<file path="src/rtl/seg7_pkg.sv">
// Shared 7-segment constants, digit record type and scan-state encoding.
// Segment patterns are active-low {g,f,e,d,c,b,a}; the decimal point is handled by the caller.
package seg7_pkg;

  localparam logic [6:0] SEG_0 = 7'h40;
  localparam logic [6:0] SEG_1 = 7'h79;
  localparam logic [6:0] SEG_2 = 7'h24;
  localparam logic [6:0] SEG_3 = 7'h30;
  localparam logic [6:0] SEG_4 = 7'h19;
  localparam logic [6:0] SEG_5 = 7'h12;
  localparam logic [6:0] SEG_6 = 7'h02;
  localparam logic [6:0] SEG_7 = 7'h78;
  localparam logic [6:0] SEG_8 = 7'h00;
  localparam logic [6:0] SEG_9 = 7'h10;
  localparam logic [6:0] SEG_A = 7'h08;
  localparam logic [6:0] SEG_B = 7'h03;
  localparam logic [6:0] SEG_C = 7'h46;
  localparam logic [6:0] SEG_D = 7'h21;
  localparam logic [6:0] SEG_E = 7'h06;
  localparam logic [6:0] SEG_F = 7'h0E;

  localparam logic [7:0] SEG_OFF = 8'hFF;
  localparam logic [7:0] EN_OFF  = 8'hFF;

  localparam logic [1:0] ST_IDLE  = 2'd0;
  localparam logic [1:0] ST_GUARD = 2'd1;
  localparam logic [1:0] ST_SHOW  = 2'd2;

  typedef struct packed {
    logic [3:0] value;
    logic       dp;
    logic       blank;
  } digit_t;

  localparam digit_t DIGIT_RST = '{value: 4'h0, dp: 1'b0, blank: 1'b1};

  // Digit 0 is leftmost and owns en[7].
  function automatic logic [7:0] digit_en(input logic [2:0] idx);
    logic [7:0] w_onehot;
    w_onehot = 8'h80 >> idx;
    return ~w_onehot;
  endfunction

endpackage

</file>
<file path="src/rtl/seg7_scan_ctrl_if.sv">
// Register-writer and display-pin bundle for the 7-seg scan controller.
// The master side is the system writer/pin observer; the slave side is the controller.
interface seg7_scan_ctrl_if;

  logic       enable;
  logic       wr_en;
  logic [2:0] wr_addr;
  logic [3:0] wr_data;
  logic       wr_dp;
  logic       wr_blank;
  logic [3:0] brightness;
  logic [7:0] dataout;
  logic [7:0] en;
  logic       frame_tick;

  modport master (
    output enable, wr_en, wr_addr, wr_data, wr_dp, wr_blank, brightness,
    input  dataout, en, frame_tick
  );

  modport slave (
    input  enable, wr_en, wr_addr, wr_data, wr_dp, wr_blank, brightness,
    output dataout, en, frame_tick
  );

endinterface

</file>
<file path="src/rtl/seg7_hex_decode.sv">
// Hex nibble to active-low a..g segment pattern, purely combinational.
// Decimal point is not part of this decode.
module seg7_hex_decode
  import seg7_pkg::*;
(
  input  logic [3:0] i_hex,
  output logic [6:0] o_seg
);

  always_comb begin
    o_seg = SEG_8;
    case (i_hex)
      4'h0: o_seg = SEG_0;
      4'h1: o_seg = SEG_1;
      4'h2: o_seg = SEG_2;
      4'h3: o_seg = SEG_3;
      4'h4: o_seg = SEG_4;
      4'h5: o_seg = SEG_5;
      4'h6: o_seg = SEG_6;
      4'h7: o_seg = SEG_7;
      4'h8: o_seg = SEG_8;
      4'h9: o_seg = SEG_9;
      4'hA: o_seg = SEG_A;
      4'hB: o_seg = SEG_B;
      4'hC: o_seg = SEG_C;
      4'hD: o_seg = SEG_D;
      4'hE: o_seg = SEG_E;
      4'hF: o_seg = SEG_F;
      default: o_seg = SEG_8;
    endcase
  end

endmodule

</file>
<file path="src/rtl/seg7_scan_ctrl.sv">
// 8-digit common-anode scan controller: digit regfile, guard/show slot FSM, 16-level PWM.
// Pins are registered, so they follow the internal state by one cycle.
module seg7_scan_ctrl
  import seg7_pkg::*;
#(
  parameter int CLK_DIV      = 65536,
  parameter int GUARD_CYCLES = 16
) (
  input logic             clk,
  input logic             rst_n,
  seg7_scan_ctrl_if.slave bus
);

  localparam int CNT_W = (CLK_DIV > 2) ? $clog2(CLK_DIV) : 1;
  localparam logic [CNT_W-1:0] CNT_MAX = CNT_W'(CLK_DIV - 1);
  localparam logic [CNT_W-1:0] CNT_GUARD = CNT_W'(GUARD_CYCLES);

  digit_t           r_regs [8];
  digit_t           r_lat;
  logic [1:0]       r_state;
  logic [CNT_W-1:0] r_cnt;
  logic [2:0]       r_idx;
  logic [3:0]       r_pwm;
  logic [7:0]       r_dataout;
  logic [7:0]       r_en;
  logic             r_frame_tick;

  logic [CNT_W-1:0] w_cnt_nxt;
  logic [2:0]       w_idx_nxt;
  logic [1:0]       w_state_nxt;
  logic             w_running;
  logic             w_wrap;
  logic             w_latch;
  logic             w_show;
  logic             w_lit;
  logic [6:0]       w_seg;

  seg7_hex_decode u_dec (
    .i_hex (r_lat.value),
    .o_seg (w_seg)
  );

  always_comb begin
    w_running   = (r_state != ST_IDLE);
    w_wrap      = w_running && (r_cnt == CNT_MAX);
    w_cnt_nxt   = '0;
    w_idx_nxt   = r_idx;
    w_state_nxt = ST_IDLE;
    if (bus.enable) begin
      if (w_running && !w_wrap) begin
        w_cnt_nxt = r_cnt + 1'b1;
      end
      if (w_wrap) begin
        w_idx_nxt = r_idx + 3'd1;
      end
      w_state_nxt = (w_cnt_nxt < CNT_GUARD) ? ST_GUARD : ST_SHOW;
    end else begin
      w_idx_nxt = 3'd0;
    end
    // The slot content is frozen on entry to the show phase.
    w_latch = bus.enable && (w_cnt_nxt == CNT_GUARD);
    w_show  = bus.enable && (r_state == ST_SHOW);
    w_lit   = w_show && !r_lat.blank && (r_pwm <= bus.brightness);
  end

  always_ff @(posedge clk) begin
    if (!rst_n) begin
      for (int i = 0; i < 8; i++) begin
        r_regs[i] <= DIGIT_RST;
      end
    end else if (bus.wr_en) begin
      r_regs[bus.wr_addr] <= '{value: bus.wr_data, dp: bus.wr_dp, blank: bus.wr_blank};
    end
  end

  always_ff @(posedge clk) begin
    if (!rst_n) begin
      r_state <= ST_IDLE;
      r_cnt   <= '0;
      r_idx   <= 3'd0;
      r_pwm   <= 4'd0;
      r_lat   <= DIGIT_RST;
    end else begin
      r_state <= w_state_nxt;
      r_cnt   <= w_cnt_nxt;
      r_idx   <= w_idx_nxt;
      r_pwm   <= r_pwm + 4'd1;
      if (w_latch) begin
        r_lat <= r_regs[w_idx_nxt];
      end
    end
  end

  // An aborted frame (enable low on the last cycle) must not pulse.
  always_ff @(posedge clk) begin
    if (!rst_n) begin
      r_dataout    <= SEG_OFF;
      r_en         <= EN_OFF;
      r_frame_tick <= 1'b0;
    end else begin
      r_dataout    <= w_show ? {~r_lat.dp, w_seg} : SEG_OFF;
      r_en         <= w_lit ? digit_en(r_idx) : EN_OFF;
      r_frame_tick <= bus.enable && w_wrap && (r_idx == 3'd7);
    end
  end

  assign bus.dataout    = r_dataout;
  assign bus.en         = r_en;
  assign bus.frame_tick = r_frame_tick;

endmodule
</file>
<file path="src/flat_wrapper.sv">
// flat-port wrapper written by rule: the top's interface ports become plain ports
module seg7_scan_ctrl_flat import seg7_pkg::*;
#(
  parameter int CLK_DIV      = 65536,
  parameter int GUARD_CYCLES = 16
)
  (clk, rst_n, bus_enable, bus_wr_en, bus_wr_addr, bus_wr_data, bus_wr_dp, bus_wr_blank, bus_brightness, bus_dataout, bus_en, bus_frame_tick);
  seg7_scan_ctrl_if bus_i ();
  input logic clk;
  input logic rst_n;
  input wire logic [$bits(bus_i.enable)-1:0] bus_enable;
  input wire logic [$bits(bus_i.wr_en)-1:0] bus_wr_en;
  input wire logic [$bits(bus_i.wr_addr)-1:0] bus_wr_addr;
  input wire logic [$bits(bus_i.wr_data)-1:0] bus_wr_data;
  input wire logic [$bits(bus_i.wr_dp)-1:0] bus_wr_dp;
  input wire logic [$bits(bus_i.wr_blank)-1:0] bus_wr_blank;
  input wire logic [$bits(bus_i.brightness)-1:0] bus_brightness;
  output wire logic [$bits(bus_i.dataout)-1:0] bus_dataout;
  output wire logic [$bits(bus_i.en)-1:0] bus_en;
  output wire logic [$bits(bus_i.frame_tick)-1:0] bus_frame_tick;
  assign bus_i.enable = bus_enable;
  assign bus_i.wr_en = bus_wr_en;
  assign bus_i.wr_addr = bus_wr_addr;
  assign bus_i.wr_data = bus_wr_data;
  assign bus_i.wr_dp = bus_wr_dp;
  assign bus_i.wr_blank = bus_wr_blank;
  assign bus_i.brightness = bus_brightness;
  assign bus_dataout = bus_i.dataout;
  assign bus_en = bus_i.en;
  assign bus_frame_tick = bus_i.frame_tick;
  seg7_scan_ctrl #(.CLK_DIV(CLK_DIV), .GUARD_CYCLES(GUARD_CYCLES)) u_core (.clk(clk), .rst_n(rst_n), .bus(bus_i));
endmodule
</file>
<file path="config.mk">
export PLATFORM = sky130hd
export DESIGN_NAME = seg7_scan_ctrl_flat
export DESIGN_NICKNAME = d
export VERILOG_FILES = /design/src/rtl/seg7_pkg.sv /design/src/rtl/seg7_scan_ctrl_if.sv /design/src/rtl/seg7_hex_decode.sv /design/src/rtl/seg7_scan_ctrl.sv /design/src/flat_wrapper.sv
export SDC_FILE = /design/constraint.sdc
export NUM_CORES = 1
export LEC_CHECK = 0
export BUFFER_PORTS_ARGS = -buffer_cell sky130_fd_sc_hd__clkbuf_2
export CORE_ASPECT_RATIO = 1.2
export CORE_MARGIN = 10
export CORE_UTILIZATION = 57
export DETAILED_ROUTE_END_ITERATION = 8
export GPL_TIMING_DRIVEN = 0
export HOLD_SLACK_MARGIN = 0.06
export PLACE_DENSITY_LB_ADDON = 0.12
export SETUP_SLACK_MARGIN = 0.4
export SLEW_MARGIN = 20
export SYNTH_ARGS = -nofsm -noshare
export SYNTH_HDL_FRONTEND = slang
export SYNTH_HIERARCHICAL = 1
export SYNTH_SLANG_ARGS = --single-unit
</file>
<file path="constraint.sdc">
create_clock -name clk -period 6.6 [get_ports clk]
set_input_delay 1.32 -clock clk [delete_from_list [all_inputs] [get_ports clk]]
set_output_delay 1.32 -clock clk [all_outputs]
set_load 0.02 [all_outputs]
</file>
# After elaboration in Yosys (flattened, before gate mapping)

Memories as Yosys holds them, arrays and structs flattened. A register that Yosys moved wholly into a read port is not among the register bits.
Cells that the tools add are included.

Add/sub/neg operators: 3
Multipliers: 0
Divide/modulo/power cells: 0
Magnitude comparators: 2
Eq/ne operators: 4
Shift-type cells: 1
Muxes and demuxes: 13
Bitwise logic cells: 2
Reductions and logical operators: 17

Operator list:

| cell                                                                          | count |
|---|---|
| 16-bit 2-to-1 mux                                                             | 3 |
| 16-bit by 1-bit adder with 16-bit output, second input constant               | 1 |
| 16-bit equality test, second input constant                                   | 1 |
| 16-bit by 5-bit equality test with 1-bit output, second input constant        | 1 |
| 16-bit by 5-bit less-than comparator with 1-bit output, second input constant | 1 |
| 3-bit 2-to-1 mux                                                              | 3 |
| 1-bit logical AND                                                             | 8 |
| 8-bit NOT                                                                     | 1 |
| 8-bit by 3-bit >> shifter with 8-bit output, first input constant             | 1 |
| 6-bit 2-to-1 mux                                                              | 1 |
| 2-bit AND reduction                                                           | 3 |
| 6-bit OR reduction                                                            | 1 |
| 1-bit 2-to-1 mux                                                              | 5 |
| 4-bit by 1-bit adder with 4-bit output, second input constant                 | 1 |
| 4-bit less-or-equal comparator                                                | 1 |
| 1-bit logical NOT                                                             | 4 |
| 3-bit by 1-bit adder with 3-bit output, second input constant                 | 1 |
| 3-bit equality test, second input constant                                    | 1 |
| 2-bit equality test, second input constant                                    | 1 |
| 2-bit 2-to-1 mux                                                              | 1 |
| 2-bit nonzero test                                                            | 1 |
| 1-bit NOT                                                                     | 1 |

Register bits after elaboration: 42
Bits in latches: 0
Bits in writable memories: 48
ROM bits: 112
Input port bits: 17
Memories: 2

Memories:

| name             | depth | width | read ports | clocked after Yosys merged registers in | write ports | RTL line              | text |
|---|---|---|---|---|---|---|---|
| (name not given) | 16    | 7     | 1          | 1                                       | 0           | seg7_hex_decode.sv:12 | `case (i_hex)` |
| u_core.r_regs    | 8     | 6     | 1          | 1                                       | 8           | seg7_scan_ctrl.sv:18  | `digit_t r_regs [8];` |

# Logic depth before layout (Yosys ltp)

Depth after elaboration: 9
Mapped depth: 11

# Modules after synthesis

Netlist, hierarchy kept.

Modules (own cells, without submodules):

| module          | times used | cells each | area an instance (um^2) |
|---|---|---|---|
| seg7_scan_ctrl  | 1          | 462        | 4,633.2 |
| seg7_hex_decode | 1          | 35         | 270.3 |

# Worst setup path before layout

OpenSTA, ideal clock, no wires.

Path type: input -> register
Start point: in bus_brightness[1]
End point: reg u_core.r_en[1], in the netlist u_core/bus.en[1]
Library setup time: 0.144 ns
Arrival time: 2.709 ns
Required time: 6.456 ns
Setup slack: 3.747 ns
Stages: 9
Cells stage by stage: inv_1 ha_1 nor2b_1 o21ai_0 nand2b_1 a21oi_1 a41oi_1 nor3_1 nand3_1

Word-level cells in the longest chain between the ends: 3

RTL lines:

| element                        | RTL line              | text |
|---|---|---|
| start, declared                | flat_wrapper.sv:17    | `input wire logic [$bits(bus_i.brightness)-1:0] bus_brightness;` |
| 4-bit less-or-equal comparator | seg7_scan_ctrl.sv:63  | `w_lit = w_show && !r_lat.blank && (r_pwm <= bus.brightness);` |
| 1-bit logical AND              | seg7_scan_ctrl.sv:63  |  |
| 2-bit AND reduction (no line)  | -                     |  |
| end signal, assigned           | seg7_scan_ctrl.sv:102 | `r_en <= w_lit ? digit_en(r_idx) : EN_OFF;` |
| end, declared                  | seg7_scan_ctrl.sv:25  | `logic [7:0] r_en;` |

No other way between the ends.
A chain may end at the register's enable or synchronous reset.

# Final worst setup path

Start point: reg u_core.r_cnt[0]
End point: reg u_core/r_lat[3] (netlist name)

Word-level cells in the longest chain between the ends: 9
Elaborated cells on any way between the ends: 12
Those cells by class: 1 x add/sub; 2 x eq/ne; 5 x mux; 4 x reduce/logical

RTL lines:

| element                                                                          | RTL line             | text |
|---|---|---|
| start, declared                                                                  | seg7_scan_ctrl.sv:21 | `logic [CNT_W-1:0] r_cnt;` |
| start signal, assigned                                                           | seg7_scan_ctrl.sv:85 | `r_cnt <= w_cnt_nxt;` |
| branches (longest 9 deep; another with 16-bit by 1-bit adder with 16-bit output) | -                    |  |

Several ways; the timed one is not identified. The select of a mux whose other input is x is not followed.

==> summary.md <==
| Metric | Value |
|---|---|
| Status | `completed` |
| Sequential-to-total area share from yosys stat | `0.490` |
| Critical path type | `reg2reg` |
| Vias | `3672` |
| Slew Limit Fails | `0` |
| Worst EP arrival | `3.33 ns` |
| Clock transition at path regs | `0.08 ns` |
| Die W | `105 um` |
| Cell variety after synth | `58` |
| Min-Delay Path Class | `reg2reg` |
| Detail Route Antenna Nets | `0` |
| Pre-Repair DR Iteration Count | `5` |
| Bufs on Longest Clock Path | `2` |
| Post-cts gate resize count | `0` |
| Filler cell count | `727` |
| Drt wl/cell | `15.6 um` |
| Final hold violation count | `0` |
| Post-synth ARST share | `0` |
| Postcts setup bufs | `0` |
| ANT cells | `0` |
| Hold Slack | `0.389 ns` |
| Synth top area share | `0.294` |
| Clk Latency, worst-skew pair | `0.36 ns` |
| Global route overflow | `0` |
| Worst-margin pin slew | `0.967 ns` |
| Most used cell, CP | `buf_2` |
| Largest net degree at the start of global routing | `16` |
| Power per cell area | `192 nW/um^2` |
| Pleak | `2.00 nW` |
| Site row count | `37` |
| Worst Skew | `0.00788 ns` |
| Critical Path RT | `6.89 ns` |
| FF+latch area | `2400 um^2` |
| Mapped Area | `4900 um^2` |
| Total Wirelength | `10.3 mm` |
| Slew HR | `0.352` |
| Vias/cell | `5.55` |
| Die Ht | `122 um` |
| Crit-path max FO | `10` |
| Minimum clock period | `3.04 ns` |
| First-pass GRT wire length | `16.4 mm` |
| Max Cap Viol | `0` |
| TritonCTS Sinks | `96` |
| RD Place Congestion | `0.906` |
| Top-Level Pins | `34` |
| VDD IR-drop max | `0.154 mV` |
| Synth cell count leaders | `dfxtp_1, edfxtp_1, and2_1` |
| CTS tree | `done` |
| Hold-fix buffers at CTS | `0` |
| Layout Area Growth over Synthesis | `9.59%` |
| Final-stage net count | `576` |
| IO Port Bufs | `32` |
| Setup_tns | `0 ns` |
| Syn nets | `533` |
| Unrepaired setup endpoints after global routing | `no` |
| Top post-synthesis cells by area | `edfxtp_1, dfxtp_1, and2_1` |
| DRC Markers | `0` |
| Final HPWL DP | `7.90 mm` |
| Worst path max stage delay | `0.41 ns` |
| Initial antenna violation count | `0` |
| Number of global-route vias before repair | `3479` |
| CTS buffer count | `9` |
| Setup violators final | `0` |
| Top FF cell, synth | `edfxtp_1` |
| Core area | `8470 um^2` |
| Mapped Cells | `497` |
| Global Route Usage Sum | `0.159` |
| #FFs+latches synth | `96` |
| Critical Path End Type | `flip-flop` |
| FMAX | `329 MHz` |
| Worst-path cell chain | `ha_1 -> buf_2 -> inv_1 -> nor3_2 -> nand3_1 -> and2_1 -> buf_2 -> clkbuf_1 -> o211ai_1 -> nand4_1 -> o21ai_1` |
| DRT iter0 DRCs | `203` |
| Avg Inst Size Synth | `9.87 um^2` |
| Number of synthesized flops with an enable pin | `48` |
| Yosys warns | `6` |
| Multi-input logic area | `2250 um^2` |
| Clock root buffer | `clkbuf_8` |
| Cell taking the most area after synthesis | `edfxtp_1` |
| Effective utilization at floorplan | `0.579` |
| CP max-delay cell | `dfxtp_1` |
| Fraction of layout cells with a size suffix above 1 | `0.143` |
| Setup crit start kind | `flip-flop` |
| H-tree depth reported by CTS | `3` |
| Die area | `12700 um^2` |
| Tcrit/Tclk final | `0.461` |
[critical path, delay by kind of cell (launching register included)]
kind | cells | cell delay, ns
flip-flops | 1 | 0.41
buffers and inverters | 4 | 0.74
adder cells (fa/ha/maj) | 1 | 0.16
AO/OA/AOI/OAI | 2 | 0.45
AND/OR/NAND/NOR | 4 | 1.20
[state kept, by name (all words and copies together) (netlist names)]
| register | cells |
|---|---|
| u_core/r_cnt | 16 |
| u_core/bus.dataout | 8 |
| u_core/bus.en | 8 |
| u_core/r_lat | 6 |
| u_core/r_idx | 3 |
| u_core/bus.frame_tick | 1 |
| u_core/r_state | 2 |
| u_core/r_regs | 48 |
| u_core/r_pwm | 4 |
[through the flow]
step | setup WS [ns] | power [mW] | instance area, um^2 | utilization | std cells
2_1_floorplan | 3.75 | 0.695 | 4900 | - | 497
3_3_place_gp | 3.29 | 0.715 | 5210 | 0.615 | 646
3_5_place_dp | 3.20 | 0.717 | 5210 | 0.615 | 646
4_1_cts | 3.57 | 1.04 | 5370 | 0.634 | 662
5_1_grt | 3.26 | 1.07 | 5370 | 0.634 | 662
6_report | 3.56 | 1.03 | 5370 | 0.634 | 662
[placed cells by master, fill, tap and decap left out, types with 8 or more instances in the layout]
cell,n
o211ai_1,18
or2_2,9
clkbuf_8,9
nand3_1,34
mux2i_1,9
xnor2_1,12
clkbuf_2,32
inv_1,33
nand4_1,12
clkbuf_1,13
a21oi_1,8
or3_1,8
edfxtp_1,48
nand2_1,22
ha_1,19
nor2_1,43
o21ai_0,21
and2_1,47
dfxtp_1,48
nand2b_1,10
[layout make-up]
cell class / count / area share
buffer: 22 / 0.0237
clock buffer: 12 / 0.0251
clock inverter: 4 / 0.00419
inverter: 35 / 0.0244
multi-input combinational: 344 / 0.418
sequential: 96 / 0.447
tap: 117 / 0.0272
timing repair buffer: 32 / 0.0298
[metal layers]
layer,vias to the layer above,GRT usage,routed length (um)
li1,1851,-,-
met1,1717,0.182,4480
met2,87,0.274,5180
met3,17,0.0396,500
met4,0,0.0799,178
met5,-,0,0
[logic make-up (layout without fill, tap and decap cells)]
logic type      after synthesis  in the layout  synth area share
xor+xnor                     19             19            0.0339
flops                        96             96             0.490
compound gates               83             83             0.115
buf+inv                      57            105            0.0528
mux                          10             10            0.0230
fa+ha+maj                    19             19            0.0485
simple gates                213            213             0.237
[power breakdown]
part	switching, mW	internal, mW	total [mW]	leakage [nW]
clock network	0.191	0.135	0.327	0.0779
registers	0.00783	0.645	0.653	0.852
logic	0.0329	0.0173	0.0503	1.07
[worst paths after layout]
| kind | start | endpoint | slack (ns) | depth (start not counted) |
|---|---|---|---|---|
| setup reg to reg | u_core/r_cnt[0]$_SDFF_PN0_ | u_core/r_lat[3]$_SDFFE_PN0P_ | 3.56 | 11 |
| hold / removal | u_core/r_lat[1]$_SDFFE_PN0P_ | u_core/bus.dataout[7]$_SDFF_PN1_ | 0.39 | 1 |
| setup / recovery | u_core/r_cnt[0]$_SDFF_PN0_ | u_core/r_lat[3]$_SDFFE_PN0P_ | 3.56 | 11 |
| hold reg to reg | u_core/r_lat[1]$_SDFFE_PN0P_ | u_core/bus.dataout[7]$_SDFF_PN1_ | 0.39 | 1 |
(Power assumes the default switching activity.)
